### src/rtl/sync_count_pkg.sv
// Shared types for sync/timing blocks: lock FSM states and
// sync edge-direction constants.
package sync_count_pkg;

  typedef enum logic [1:0] {
    UNLOCKED = 2'd0,
    CHECK    = 2'd1,
    LOCKED   = 2'd2
  } lock_state_t;

  localparam logic EDGE_RISE = 1'b1;
  localparam logic EDGE_FALL = 1'b0;

endpackage

### src/rtl/sync_to_count_lock_if.sv
// Sync-in / position-out bundle of sync_to_count_lock.
// master: sync source + pixel consumer; slave: the counter block.
interface sync_to_count_lock_if #(
  parameter int COUNT_WIDTH = 10
);
  logic                   i_HSync;
  logic                   i_VSync;
  logic                   o_HSync;
  logic                   o_VSync;
  logic [COUNT_WIDTH-1:0] o_Col_Count;
  logic [COUNT_WIDTH-1:0] o_Row_Count;
  logic                   o_Active;
  logic                   o_Frame_Start;
  logic                   o_Line_Start;
  logic                   o_Locked;
  logic                   o_Sync_Err;

  modport master (
    output i_HSync, i_VSync,
    input  o_HSync, o_VSync, o_Col_Count, o_Row_Count,
    input  o_Active, o_Frame_Start, o_Line_Start,
    input  o_Locked, o_Sync_Err
  );

  modport slave (
    input  i_HSync, i_VSync,
    output o_HSync, o_VSync, o_Col_Count, o_Row_Count,
    output o_Active, o_Frame_Start, o_Line_Start,
    output o_Locked, o_Sync_Err
  );
endinterface

### src/rtl/sync_to_count_lock_edge_detect.sv
// Registers one sync input and flags its leading edge.
// Ports: i_Clk, i_Reset, i_Sync in; o_Sync (1-cycle delayed), o_Edge out.
module sync_edge_detect
  import sync_count_pkg::*;
#(
  parameter bit SYNC_EDGE_RISE = 1'b1
) (
  input  logic i_Clk,
  input  logic i_Reset,
  input  logic i_Sync,
  output logic o_Sync,
  output logic o_Edge
);

  localparam logic LEAD = SYNC_EDGE_RISE ? EDGE_RISE : EDGE_FALL;

  always_ff @(posedge i_Clk) begin
    if (i_Reset) o_Sync <= 1'b0;
    else         o_Sync <= i_Sync;
  end

  // Edge is combinational so counters reset on the same clock
  // that registers the new sync level.
  assign o_Edge = (i_Sync != o_Sync) && (i_Sync == LEAD);

endmodule

### src/rtl/sync_to_count_lock.sv
// Row/column counters aligned to registered syncs, with lock FSM.
// Ports: i_Clk, i_Reset (sync, active-high); bus (slave): syncs in,
// delayed syncs, counts, active, start strobes, lock, error out.
module sync_to_count_lock
  import sync_count_pkg::*;
#(
  parameter int COUNT_WIDTH    = 10,
  parameter int TOTAL_COLS     = 800,
  parameter int TOTAL_ROWS     = 525,
  parameter int ACTIVE_COLS    = 640,
  parameter int ACTIVE_ROWS    = 480,
  parameter bit SYNC_EDGE_RISE = 1'b1,
  parameter int LOCK_FRAMES    = 2
) (
  input logic               i_Clk,
  input logic               i_Reset,
  sync_to_count_lock_if.slave bus
);

  localparam int GW = $clog2(LOCK_FRAMES + 1);
  localparam logic [COUNT_WIDTH-1:0] COL_LAST =
    COUNT_WIDTH'(TOTAL_COLS - 1);
  localparam logic [COUNT_WIDTH-1:0] ROW_LAST =
    COUNT_WIDTH'(TOTAL_ROWS - 1);
  localparam logic [COUNT_WIDTH-1:0] ACT_C =
    COUNT_WIDTH'(ACTIVE_COLS);
  localparam logic [COUNT_WIDTH-1:0] ACT_R =
    COUNT_WIDTH'(ACTIVE_ROWS);
  localparam logic [GW-1:0] GOOD_MAX = GW'(LOCK_FRAMES);

  logic h_edge, v_edge;
  logic h_exp, v_exp, viol, err_d;
  logic [COUNT_WIDTH-1:0] col_q, row_q, col_d, row_d, row_inc;
  logic fs_d, ls_d;
  logic act_q, fs_q, ls_q, err_q;
  lock_state_t state_q, state_d;
  logic [GW-1:0] good_q, good_d;

  sync_edge_detect #(.SYNC_EDGE_RISE(SYNC_EDGE_RISE)) u_h (
    .i_Clk   (i_Clk),
    .i_Reset (i_Reset),
    .i_Sync  (bus.i_HSync),
    .o_Sync  (bus.o_HSync),
    .o_Edge  (h_edge)
  );

  sync_edge_detect #(.SYNC_EDGE_RISE(SYNC_EDGE_RISE)) u_v (
    .i_Clk   (i_Clk),
    .i_Reset (i_Reset),
    .i_Sync  (bus.i_VSync),
    .o_Sync  (bus.o_VSync),
    .o_Edge  (v_edge)
  );

  assign h_exp = (col_q == COL_LAST);
  assign v_exp = h_exp && (row_q == ROW_LAST);

  // Unexpected edges, plus wraps with no edge (missing sync).
  assign viol = (h_edge && !h_exp) || (v_edge && !v_exp) ||
                (h_exp && !h_edge) || (v_exp && !v_edge);
  assign err_d = (state_q != UNLOCKED) && viol;

  always_comb begin
    row_inc = (row_q == ROW_LAST) ? '0 : row_q + 1'b1;
    col_d   = col_q + 1'b1;
    row_d   = row_q;
    fs_d    = 1'b0;
    ls_d    = 1'b0;
    if (v_edge) begin
      col_d = '0;
      row_d = '0;
      fs_d  = 1'b1;
      ls_d  = 1'b1;
    end else if (h_edge) begin
      col_d = '0;
      row_d = row_inc;
      ls_d  = 1'b1;
    end else if (h_exp) begin
      col_d = '0;
      row_d = row_inc;
    end
  end

  always_comb begin
    state_d = state_q;
    good_d  = good_q;
    unique case (state_q)
      UNLOCKED: begin
        if (v_edge) begin
          state_d = CHECK;
          good_d  = '0;
        end
      end
      CHECK: begin
        if (err_d) begin
          state_d = UNLOCKED;
          good_d  = '0;
        end else if (v_edge) begin
          good_d = good_q + 1'b1;
          if (good_d == GOOD_MAX) state_d = LOCKED;
        end
      end
      LOCKED: begin
        if (err_d) begin
          state_d = UNLOCKED;
          good_d  = '0;
        end
      end
      default: begin
        state_d = UNLOCKED;
        good_d  = '0;
      end
    endcase
  end

  always_ff @(posedge i_Clk) begin
    if (i_Reset) begin
      state_q <= UNLOCKED;
      good_q  <= '0;
      col_q   <= '0;
      row_q   <= '0;
      act_q   <= 1'b0;
      fs_q    <= 1'b0;
      ls_q    <= 1'b0;
      err_q   <= 1'b0;
    end else begin
      state_q <= state_d;
      good_q  <= good_d;
      col_q   <= col_d;
      row_q   <= row_d;
      act_q   <= (col_d < ACT_C) && (row_d < ACT_R);
      fs_q    <= fs_d;
      ls_q    <= ls_d;
      err_q   <= err_d;
    end
  end

  assign bus.o_Col_Count   = col_q;
  assign bus.o_Row_Count   = row_q;
  assign bus.o_Active      = act_q;
  assign bus.o_Frame_Start = fs_q;
  assign bus.o_Line_Start  = ls_q;
  assign bus.o_Sync_Err    = err_q;
  assign bus.o_Locked      = (state_q == LOCKED);

endmodule

### src/flat_wrapper.sv
// flat-port wrapper written by rule: the top's interface ports become plain ports
module sync_to_count_lock_flat import sync_count_pkg::*;
#(
  parameter int COUNT_WIDTH    = 10,
  parameter int TOTAL_COLS     = 800,
  parameter int TOTAL_ROWS     = 525,
  parameter int ACTIVE_COLS    = 640,
  parameter int ACTIVE_ROWS    = 480,
  parameter bit SYNC_EDGE_RISE = 1'b1,
  parameter int LOCK_FRAMES    = 2
)
  (i_Clk, i_Reset, bus_i_HSync, bus_i_VSync, bus_o_HSync, bus_o_VSync, bus_o_Col_Count, bus_o_Row_Count, bus_o_Active, bus_o_Frame_Start, bus_o_Line_Start, bus_o_Locked, bus_o_Sync_Err);
  sync_to_count_lock_if #(.COUNT_WIDTH(COUNT_WIDTH)) bus_i ();
  input logic i_Clk;
  input logic i_Reset;
  input wire logic [$bits(bus_i.i_HSync)-1:0] bus_i_HSync;
  input wire logic [$bits(bus_i.i_VSync)-1:0] bus_i_VSync;
  output wire logic [$bits(bus_i.o_HSync)-1:0] bus_o_HSync;
  output wire logic [$bits(bus_i.o_VSync)-1:0] bus_o_VSync;
  output wire logic [$bits(bus_i.o_Col_Count)-1:0] bus_o_Col_Count;
  output wire logic [$bits(bus_i.o_Row_Count)-1:0] bus_o_Row_Count;
  output wire logic [$bits(bus_i.o_Active)-1:0] bus_o_Active;
  output wire logic [$bits(bus_i.o_Frame_Start)-1:0] bus_o_Frame_Start;
  output wire logic [$bits(bus_i.o_Line_Start)-1:0] bus_o_Line_Start;
  output wire logic [$bits(bus_i.o_Locked)-1:0] bus_o_Locked;
  output wire logic [$bits(bus_i.o_Sync_Err)-1:0] bus_o_Sync_Err;
  assign bus_i.i_HSync = bus_i_HSync;
  assign bus_i.i_VSync = bus_i_VSync;
  assign bus_o_HSync = bus_i.o_HSync;
  assign bus_o_VSync = bus_i.o_VSync;
  assign bus_o_Col_Count = bus_i.o_Col_Count;
  assign bus_o_Row_Count = bus_i.o_Row_Count;
  assign bus_o_Active = bus_i.o_Active;
  assign bus_o_Frame_Start = bus_i.o_Frame_Start;
  assign bus_o_Line_Start = bus_i.o_Line_Start;
  assign bus_o_Locked = bus_i.o_Locked;
  assign bus_o_Sync_Err = bus_i.o_Sync_Err;
  sync_to_count_lock #(.COUNT_WIDTH(COUNT_WIDTH), .TOTAL_COLS(TOTAL_COLS), .TOTAL_ROWS(TOTAL_ROWS), .ACTIVE_COLS(ACTIVE_COLS), .ACTIVE_ROWS(ACTIVE_ROWS), .SYNC_EDGE_RISE(SYNC_EDGE_RISE), .LOCK_FRAMES(LOCK_FRAMES)) u_core (.i_Clk(i_Clk), .i_Reset(i_Reset), .bus(bus_i));
endmodule
### config.mk
export PLATFORM = sky130hd
export DESIGN_NAME = sync_to_count_lock_flat
export DESIGN_NICKNAME = d
export VERILOG_FILES = /design/src/rtl/sync_count_pkg.sv /design/src/rtl/sync_to_count_lock_if.sv /design/src/rtl/sync_to_count_lock_edge_detect.sv /design/src/rtl/sync_to_count_lock.sv /design/src/flat_wrapper.sv
export SDC_FILE = /design/constraint.sdc
export NUM_CORES = 1
export LEC_CHECK = 0
export ABC_AREA = 0
export CORE_ASPECT_RATIO = 0.8
export CORE_MARGIN = 5
export CORE_UTILIZATION = 35
export CTS_BUF_LIST = sky130_fd_sc_hd__clkbuf_2
export DETAILED_ROUTE_END_ITERATION = 16
export GPL_ROUTABILITY_DRIVEN = 0
export GPL_TIMING_DRIVEN = 0
export PLACE_DENSITY_LB_ADDON = 0.1
export SLEW_MARGIN = 15
export SYNTH_ARGS = -nofsm -noshare
export SYNTH_HDL_FRONTEND = slang
export SYNTH_SLANG_ARGS = --single-unit
export TNS_END_PERCENT = 30
### constraint.sdc
create_clock -name i_Clk -period 5.8 [get_ports i_Clk]
set_clock_uncertainty 0.2 [all_clocks]
set_input_delay 0.58 -clock i_Clk [delete_from_list [all_inputs] [get_ports i_Clk]]
set_output_delay 0.58 -clock i_Clk [all_outputs]
set_load 0.02 [all_outputs]
# Yosys cells after proc, flatten, opt, wreduce, memory -nomap -nowiden
# Cells that the tools add are included.
# op_classes
multipliers,0
n_mux,20
div_mod_pow,0
eq_ne,11
shifts,0
reduce_logical,20
n_lt_le_gt_ge,2
n_bitwise,0
addsub,3
# op_table
operator,count
$mux 10,7
$add 10x1->10 const B,2
$eq 10x10->1 const B,2
$mux 2,8
$pmux 2 s3,2
$lt 10x10->1 const B,1
$lt 10x9->1 const B,1
$logic_and 1x1->1,9
$ne 3x1->1 const B,2
$eq 2x2->1 const B,2
$logic_not 1->1,4
$ne 2x1->1 const B,2
$reduce_and 4->1,1
$logic_or 1x1->1,3
$mux 1,3
$reduce_and 3->1,1
$add 2x1->2 const B,1
$eq 2x1->1 const B,1
$logic_not 2->1,1
$ne 1x1->1,2
$reduce_bool 2->1,1
# word_totals
word_cells,66
regBits,30
mem_bits_ro,0
n_memories,0
out_inout_bits,27
latch_bits,0
input_bits,4
mem_bits_rw,0

# Depth between registers and ports, before layout
# Gate-level depths: netlist of the first run.
# depth
depth_word,10
mapped_depth,8

# Modules after synthesis
# From an unflattened synthesis of the first run, not the netlist that was laid out.
# hier_totals
cells_unflattened,165
area_unflattened_um2,1456.4
# by_module_without_submodules
module,seq_area_each_um2,cells_each,area_per_inst_um2,instances
sync_to_count_lock,560.5,159,1361.3,1
sync_edge_detect,20.0,3,47.5,2

# Worst setup path after synthesis of the first run
# Ideal clock, no wire load.
# synth_timing
path_kind,reg2reg
start,"register u_core.col_q[0], in the netlist u_core.bus.o_Col_Count[0]"
end,"register u_core.act_q, in the netlist u_core.bus.o_Active"
path_stages_with_launch,8
arrival_time_ns,2.089
t_required_ns,5.497
path_buffers,0
slack_ns,3.408
synth_period_minus_slack_ns,2.392
setup_time_ns,0.103
cell_sequence,dfxtp_1 > ha_1 > nand4_1 > or3_4 > nand2_2 > nand2_1 > mux2_2 > a2111oi_2
# synth_between
elab_chain_len,6
word_cells_on_any_way,11
# synth_lines
item,line,source
from (decl),sync_to_count_lock.sv:33,"logic [COUNT_WIDTH-1:0] col_q, row_q, col_d, row_d, row_inc;"
from (signal assigned),sync_to_count_lock.sv:129,col_q <= col_d;
$add 10x1->10 or $eq 10x10->1 (tied branches),"sync_to_count_lock.sv:65, sync_to_count_lock.sv:55",
$mux 10,sync_to_count_lock.sv:78,end else if (h_exp) begin
$mux 10,sync_to_count_lock.sv:74,end else if (h_edge) begin
$mux 10,sync_to_count_lock.sv:69,if (v_edge) begin
$lt 10x10->1 or $lt 10x9->1 (tied branches),sync_to_count_lock.sv:131,act_q <= (col_d < ACT_C) && (row_d < ACT_R);
$logic_and 1x1->1 *,sync_to_count_lock.sv:131,
to (signal assigned),sync_to_count_lock.sv:131,
to (decl),sync_to_count_lock.sv:35,"logic act_q, fs_q, ls_q, err_q;"
# Mark *: on every way between the ends. The rest lies on a longest branch, timed or not.
# A chain may end at the register's enable or synchronous reset.

# Worst setup path after layout of the first run
# Same ends and word-level chain as after synthesis.

==> impl_metrics.csv, run 1 <==
group,metric,value,unit
cts,postCtsHoldBufs,0,
global_routing,grt_pass1_wl,5.968,mm
cts,cts_root_buf,"clkbuf_2",
global_routing,antenna_found_initial,0,
min_path,worstHoldPathType,"flop to flop",
floorplan,die_y,68.39,um
cts,clk_pin_slew,150,ps
detailed_routing,detail-route-antenna-nets,0,
synth,synth_flop_cell,"dfxtp_1",
power,p_leak,0.6283,nW
synth,synth_edf_count,0,
sta,setup_viol,0,
worst_setup_path,path_cells,"ha_1, nand4_1, o31a_1, o311a_1, nor3_1, nor3_1, a2111oi_2",
global_routing,grt_use_total,0.1315,
detailed_routing,drt_pass1_iterations,5,
detailed_routing,wire_per_inst,12.60,um
worst_setup_path,crit_fanout,5,
cts,cts.path.max_buffers,2,
sta,grt_setup_unrepaired,"no",
global_routing,gr-total-overflow,0,
worst_setup_path,startpoint_type,"flop",
global_routing,top_usage_layer,"met2",
cts,clock_latency,350,ps
floorplan,io-pin-count,31,
cts,htree_levels,2,
sta,tightest_slew,615.9,ps
cts,post_cts_buffers,0,
worst_setup_path,critPathMostFrequentCell,"nor3_1",
placed_design,port_buffers,30,
placed_design,postPlaceCellArea,1863,sq um
floorplan,die_x,82.99,um
global_routing,grtUsageMet1,0.1615,
cts,cts_tree,"built",
synth,yosysUniqueCellTypes,44,
synth,synthesis.nets,181,
worst_setup_path,critPathBufInv,0,
floorplan,die_area,5675,sq um
finish,fin_area,1898,sq um
power,vdd_drop_max,0.1196,mV
sta,hold_viol,0,
synth,netlist_area,1491,sq um
synth,ys_ff_latch,30,
global_routing,use_met2,0.2100,
detailed_routing,drtIter0Drc,48,
sta,slew_viol_final,0,
sta,period_share,0.4404,
sta,fmax,391.5,MHz
sta,fin_hold_ws,287.8,ps
worst_setup_path,cp_top_family,"compound AO/OA/AOI/OAI gates",
finish,antennaDiodeCount,0,
sta,post-route-min-period,2554,ps
worst_setup_path,arrival,2600,ps
outcome,outcome,"finished, final reports clean",
synth,ys_warn_count,0,
detailed_routing,drc,0,
floorplan,start_util,0.3593,
synth,avgSynthCellArea,8.621,sq um
cts,cts_sinks,30,
finish,syn_to_final_growth,27.27,%
global_routing,grt_max_degree,11,
finish,final_util,0.4572,
synth,async_flop_share,0,
floorplan,fp.coreArea,4151,sq um
worst_setup_path,required,5840,ps
synth,yosysSeqAreaShare,0.4027,
finish,nets,218,
detailed_routing,wirelength,3.364,mm
floorplan,row_count,21,
finish,drive_above_1_share,0.08095,
detailed_routing,routed_via_density,5.116,
placed_design,dp_hpwl,2.566,mm
cts,numCtsBuffers,5,
worst_setup_path,criticalPathCategory,"flop to flop",
worst_setup_path,endpoint_kind,"flop",
worst_setup_path,cpMaxStageDelayCell,"dfxtp_1",
job,drv_cap,0,
sta,tns,0,ps
global_routing,grt_pass1_vias,1315,
synth,syn_inst,173,
sta,relSlewSlack,0.5867,
power,pwr_density_cell,184.0,nW/um^2
global_routing,grt.met3_usage,0.04934,
cts,cts_resized,0,
detailed_routing,num_vias,1366,
worst_setup_path,max_stage_delay,430,ps
-- power by group --
group | switching (mW) | total (mW) | internal (mW)
logic | 0.0233 | 0.0394 | 0.0161
clock network | 0.0695 | 0.0956 | 0.0261
registers | 0.00377 | 0.214 | 0.210
-- state kept, by name, indices dropped and copies added (netlist names) --
register / cells
u_core.bus.o_Col_Count: 10
u_core.bus.o_Row_Count: 10
u_core.good_q: 2
u_core.state_q: 2
u_core.bus.o_Active: 1
u_core.bus.o_Frame_Start: 1
u_core.bus.o_Line_Start: 1
u_core.bus.o_Sync_Err: 1
u_core.u_h.o_Sync: 1
u_core.u_v.o_Sync: 1
-- stage by stage --
step | power (mW) | cells | setup slack (ps)
after floorplan | 0.2423 | 173 | 3408
after global routing | 0.3693 | 267 | 3045
after global placement | 0.2575 | 260 | 2949
final | 0.3493 | 267 | 3246
after CTS | 0.3550 | 267 | 3197
after detailed placement | 0.2579 | 260 | 2920
-- worst paths after layout --
| path | cells after the start | slack, ps | start | end |
|---|---|---|---|---|
| worst max-delay path | 7 | 3250 | u_core.bus.o_Col_Count[0]$_SDFF_PP0_ | u_core.bus.o_Active$_SDFF_PP0_ |
| worst min register to register | 2 | 290 | u_core.good_q[1]$_SDFFE_PP0P_ | u_core.good_q[1]$_SDFFE_PP0P_ |
| worst max register to register | 7 | 3250 | u_core.bus.o_Col_Count[0]$_SDFF_PP0_ | u_core.bus.o_Active$_SDFF_PP0_ |
| worst min-delay path | 2 | 290 | u_core.good_q[1]$_SDFFE_PP0P_ | u_core.good_q[1]$_SDFFE_PP0P_ |
-- cell usage after synthesis, drive strengths merged (4+ instances only) --
master | n | share of area
xnor2 | 9 | 0.053
nor2 | 26 | 0.065
nor4 | 4 | 0.027
a21oi | 4 | 0.013
nand4 | 7 | 0.029
nand3 | 6 | 0.020
nand2 | 17 | 0.044
dfxtp | 30 | 0.40
inv | 4 | 0.010
ha | 4 | 0.034
nor3 | 12 | 0.040
nor2b | 5 | 0.021
xor2 | 7 | 0.041
-- per-layer routing --
metal / wire, um / part of all wire / vias to the layer above
li1: - / - / 684
met1: 1682 / 0.50 / 637
met2: 1420 / 0.42 / 39
met3: 211 / 0.063 / 6
met4: 49 / 0.015 / 0
met5: 0 / 0 / -
-- area by class of cell --
cell class	instances	area (sq um)
buffer	4	16.27
timing repair buffer	30	300.3
fill	433	2253
sequential	30	600.6
inverter	4	15.01
clock inverter	2	10.01
tap	57	71.32
multi-input combinational	135	859.6
clock buffer	5	25.02
-- tightest hold or removal path: stages (launching register included) --
cell and delay (ps):
dfxtp_1 320, inv_1 70, o31ai_1 70
-- logic make-up after synthesis --
| family | count (synthesis) | synth area share |
|---|---|---|
| buf+inv | 8 | 0.02097 |
| fa+ha+maj | 4 | 0.03356 |
| xor+xnor | 16 | 0.09396 |
| mux | 1 | 0.007550 |
| flops | 30 | 0.4027 |
| compound gates | 23 | 0.1191 |
| simple gates | 91 | 0.3222 |
-- layout by cell type (no fill, tap or decap), drive strengths merged, types with 2 or more instances in the layout --
cell type	n
nor2	26
nor2b	5
dfxtp	30
clkinv	2
nand2	17
clkbuf	8
nand2b	3
and3	3
and2	2
inv	4
a21o	2
nand3	6
o31ai	3
nor3	12
xor2	7
nand4	7
clkdlybuf4s50	30
xnor2	9
nor4	4
o21ai	2
ha	4
or3	2
a21oi	4
Note: power is estimated with default switching activity, not from simulation.
==> inputs of run 2 (changes only) <==
Clock period 5.8 ns to 2.09 ns, I/O delays scaled along.
==> run 2 against run 1 <==
  * The run now ends with negative setup slack left
  * Cell area increased by 7.8%
  * Sequential power rose to 2.8 times the previous value
  * Worst hold slack worse by 35 ps
  * Total power grew to 2.8 times the previous value
  * Final cell count rose by 3.7%
  * Critical path type unchanged
  * Largest power group unchanged
==> impl_metrics.csv, run 2 (synthesis gave the netlist of run 1 again) <==
group,metric,value,unit
global_routing,grt_pass1_vias,1334,
detailed_routing,drc,0,
finish,nets,227,
sta,grt_setup_unrepaired,"yes",
worst_setup_path,required,2110,ps
detailed_routing,drtIter0Drc,39,
min_path,hold_start,"u_core.bus.o_Col_Count[0]$_SDFF_PP0_",
cts,cts_sinks,30,
power,seq_power_share,0.604,
cts,htree_levels,2,
finish,syn_to_final_growth,37.25,%
floorplan,row_count,21,
outcome,outcome,"finished with violations",
sta,setup_viol,7,
finish,layout_commonest_cell,"clkdlybuf4s50_1",
floorplan,die_area,5675,sq um
cts,cts_tree,"built",
global_routing,grt_use_total,0.1336,
sta,relSlewSlack,0.6499,
worst_setup_path,worstReg2RegStart,"u_core.bus.o_Col_Count[7]$_SDFF_PP0_",
worst_setup_path,crit_fanout,6,
placed_design,dp_slack,-297.7,ps
sta,slew_viol_final,0,
detailed_routing,detail-route-antenna-nets,0,
detailed_routing,wire_per_inst,12.73,um
power,p_comb_frac,0.124,
worst_setup_path,criticalPathCategory,"flop to flop",
placed_design,dp_hpwl,2.565,mm
sta,tightest_slew,525.2,ps
detailed_routing,met2RoutedLength,1.615,mm
power,clkPwrFrac,0.272,
detailed_routing,num_vias,1414,
worst_setup_path,arrival,2310,ps
floorplan,die_x,82.99,um
detailed_routing,wl_met3,230,um
sta,period_share,1.096,
finish,fill_cells,414,
detailed_routing,top_layer,"met4",
finish,layout_common_cells,"29 x clkdlybuf4s50_1, 26 x nor2_1, 23 x dfxtp_1",
worst_setup_path,crit_start,"u_core.bus.o_Col_Count[7]$_SDFF_PP0_",
floorplan,start_util,0.3593,
global_routing,gr-total-overflow,0,
finish,final_util,0.4931,
sta,fin_ws,-201.1,ps
global_routing,antenna_found_initial,0,
floorplan,io-pin-count,31,
detailed_routing,drt_pass1_iterations,4,
detailed_routing,routed_via_density,5.105,
power,switchingPower,0.2749,mW
sta,fmax,436.5,MHz
job,drv_cap,0,
sta,post-route-min-period,2291,ps
floorplan,die_y,68.39,um
placed_design,dp.cells,260,
sta,fin_hold_ws,253.0,ps
cts,clk_pin_slew,160,ps
power,p_leak,0.6859,nW
global_routing,grt_max_degree,11,
power,vdd_drop_max,0.2729,mV
floorplan,fp.coreArea,4151,sq um
worst_setup_path,endpoint_kind,"flop",
finish,antennaDiodeCount,0,
cts,numCtsBuffers,5,
cts,cts.path.max_buffers,2,
outcome,violations,"negative setup slack",
power,switching_share,0.2807,
global_routing,grt_pass1_wl,6.106,mm
cts,postCtsHoldBufs,0,
worst_setup_path,startpoint_type,"flop",
min_path,worstHoldPathType,"flop to flop",
finish,finalNonFillerCells,277,
finish,drive_above_1_share,0.1727,
finish,seq_area,619.3,sq um
detailed_routing,wirelength,3.526,mm
cts,clock_latency,340,ps
cts,cts_root_buf,"clkbuf_2",
power,pwr_density_cell,478.4,nW/um^2
power,power.internal,0.7043,mW
detailed_routing,met1Wirelength,1.648,mm
sta,hold_viol,0,
placed_design,port_buffers,30,
finish,multiInputGateArea,915.9,sq um
==> run 2: changes by cell type in the layout (fill, tap and decap cells not counted), moves of 2 or more <==
cell and delta:
clkinv_2 -2, buf_4 +9, nor3_2 +4, dfxtp_1 -7
clkinv_1 +3, dfxtp_4 +4, dfxtp_2 +3, nor3_1 -4
==> run 2: power groups by stage <==
stage | clock network (mW) | registers, mW | logic, mW
global placement | 0 | 0.606 | 0.113
detailed placement | 0 | 0.606 | 0.114
CTS | 0.275 | 0.592 | 0.117
global route | 0.300 | 0.593 | 0.134
finish | 0.266 | 0.591 | 0.122
floorplan | 0 | 0.617 | 0.0587
==> run 2: worst max-delay path: stages (launching register included) <==
cell and delay (ps):
dfxtp_4 370, or3_4 390, o31a_1 390, buf_6 170
a21o_1 200, a21o_1 230, a31oi_1 170, nor3_1 60
==> run 2: layer usage <==
metal,up-vias,global-route usage
li1,705,-
met1,667,0.1681
met2,37,0.2160
met3,5,0.04934
met4,0,0.04082
met5,-,0
==> run 2: what timing repair did <==
action | 4_1_cts | 5_1_grt
hold endpoints to repair | 0 | 0
resized for setup | 6 | 3
pin swaps | 5 | 1
setup endpoints to repair | 15 | 14
setup buffers | 6 | 3
==> run 2: final cells by class <==
class,instances,area share
multi-input combinational,135,0.4474
tap,57,0.03484
timing repair buffer,39,0.1791
buffer,4,0.01100
clock inverter,3,0.005501
inverter,4,0.007335
clock buffer,5,0.01222
sequential,30,0.3026
==> run 2: path summary, 6_finish.rpt <==
check | end | slack [ps] | cells after the start
hold reg to reg | u_core.bus.o_Col_Count[0]$_SDFF_PP0_ | 250 | 1
hold / removal | u_core.bus.o_Col_Count[0]$_SDFF_PP0_ | 250 | 1
setup / recovery | u_core.state_q[0]$_SDFFE_PP0P_ | -200 | 7
setup reg to reg | u_core.state_q[0]$_SDFFE_PP0P_ | -200 | 7
==> run 2: metrics by stage <==
stage	total power, mW	cell area [sq um]	setup TNS (ps)
CTS	0.9843	2009	-1574
detailed placement	0.7203	1922	-2566
floorplan	0.6760	1550	-84.31
global placement	0.7187	1922	-2714
global route	1.028	2047	-2002
finish	0.9792	2047	-874.7
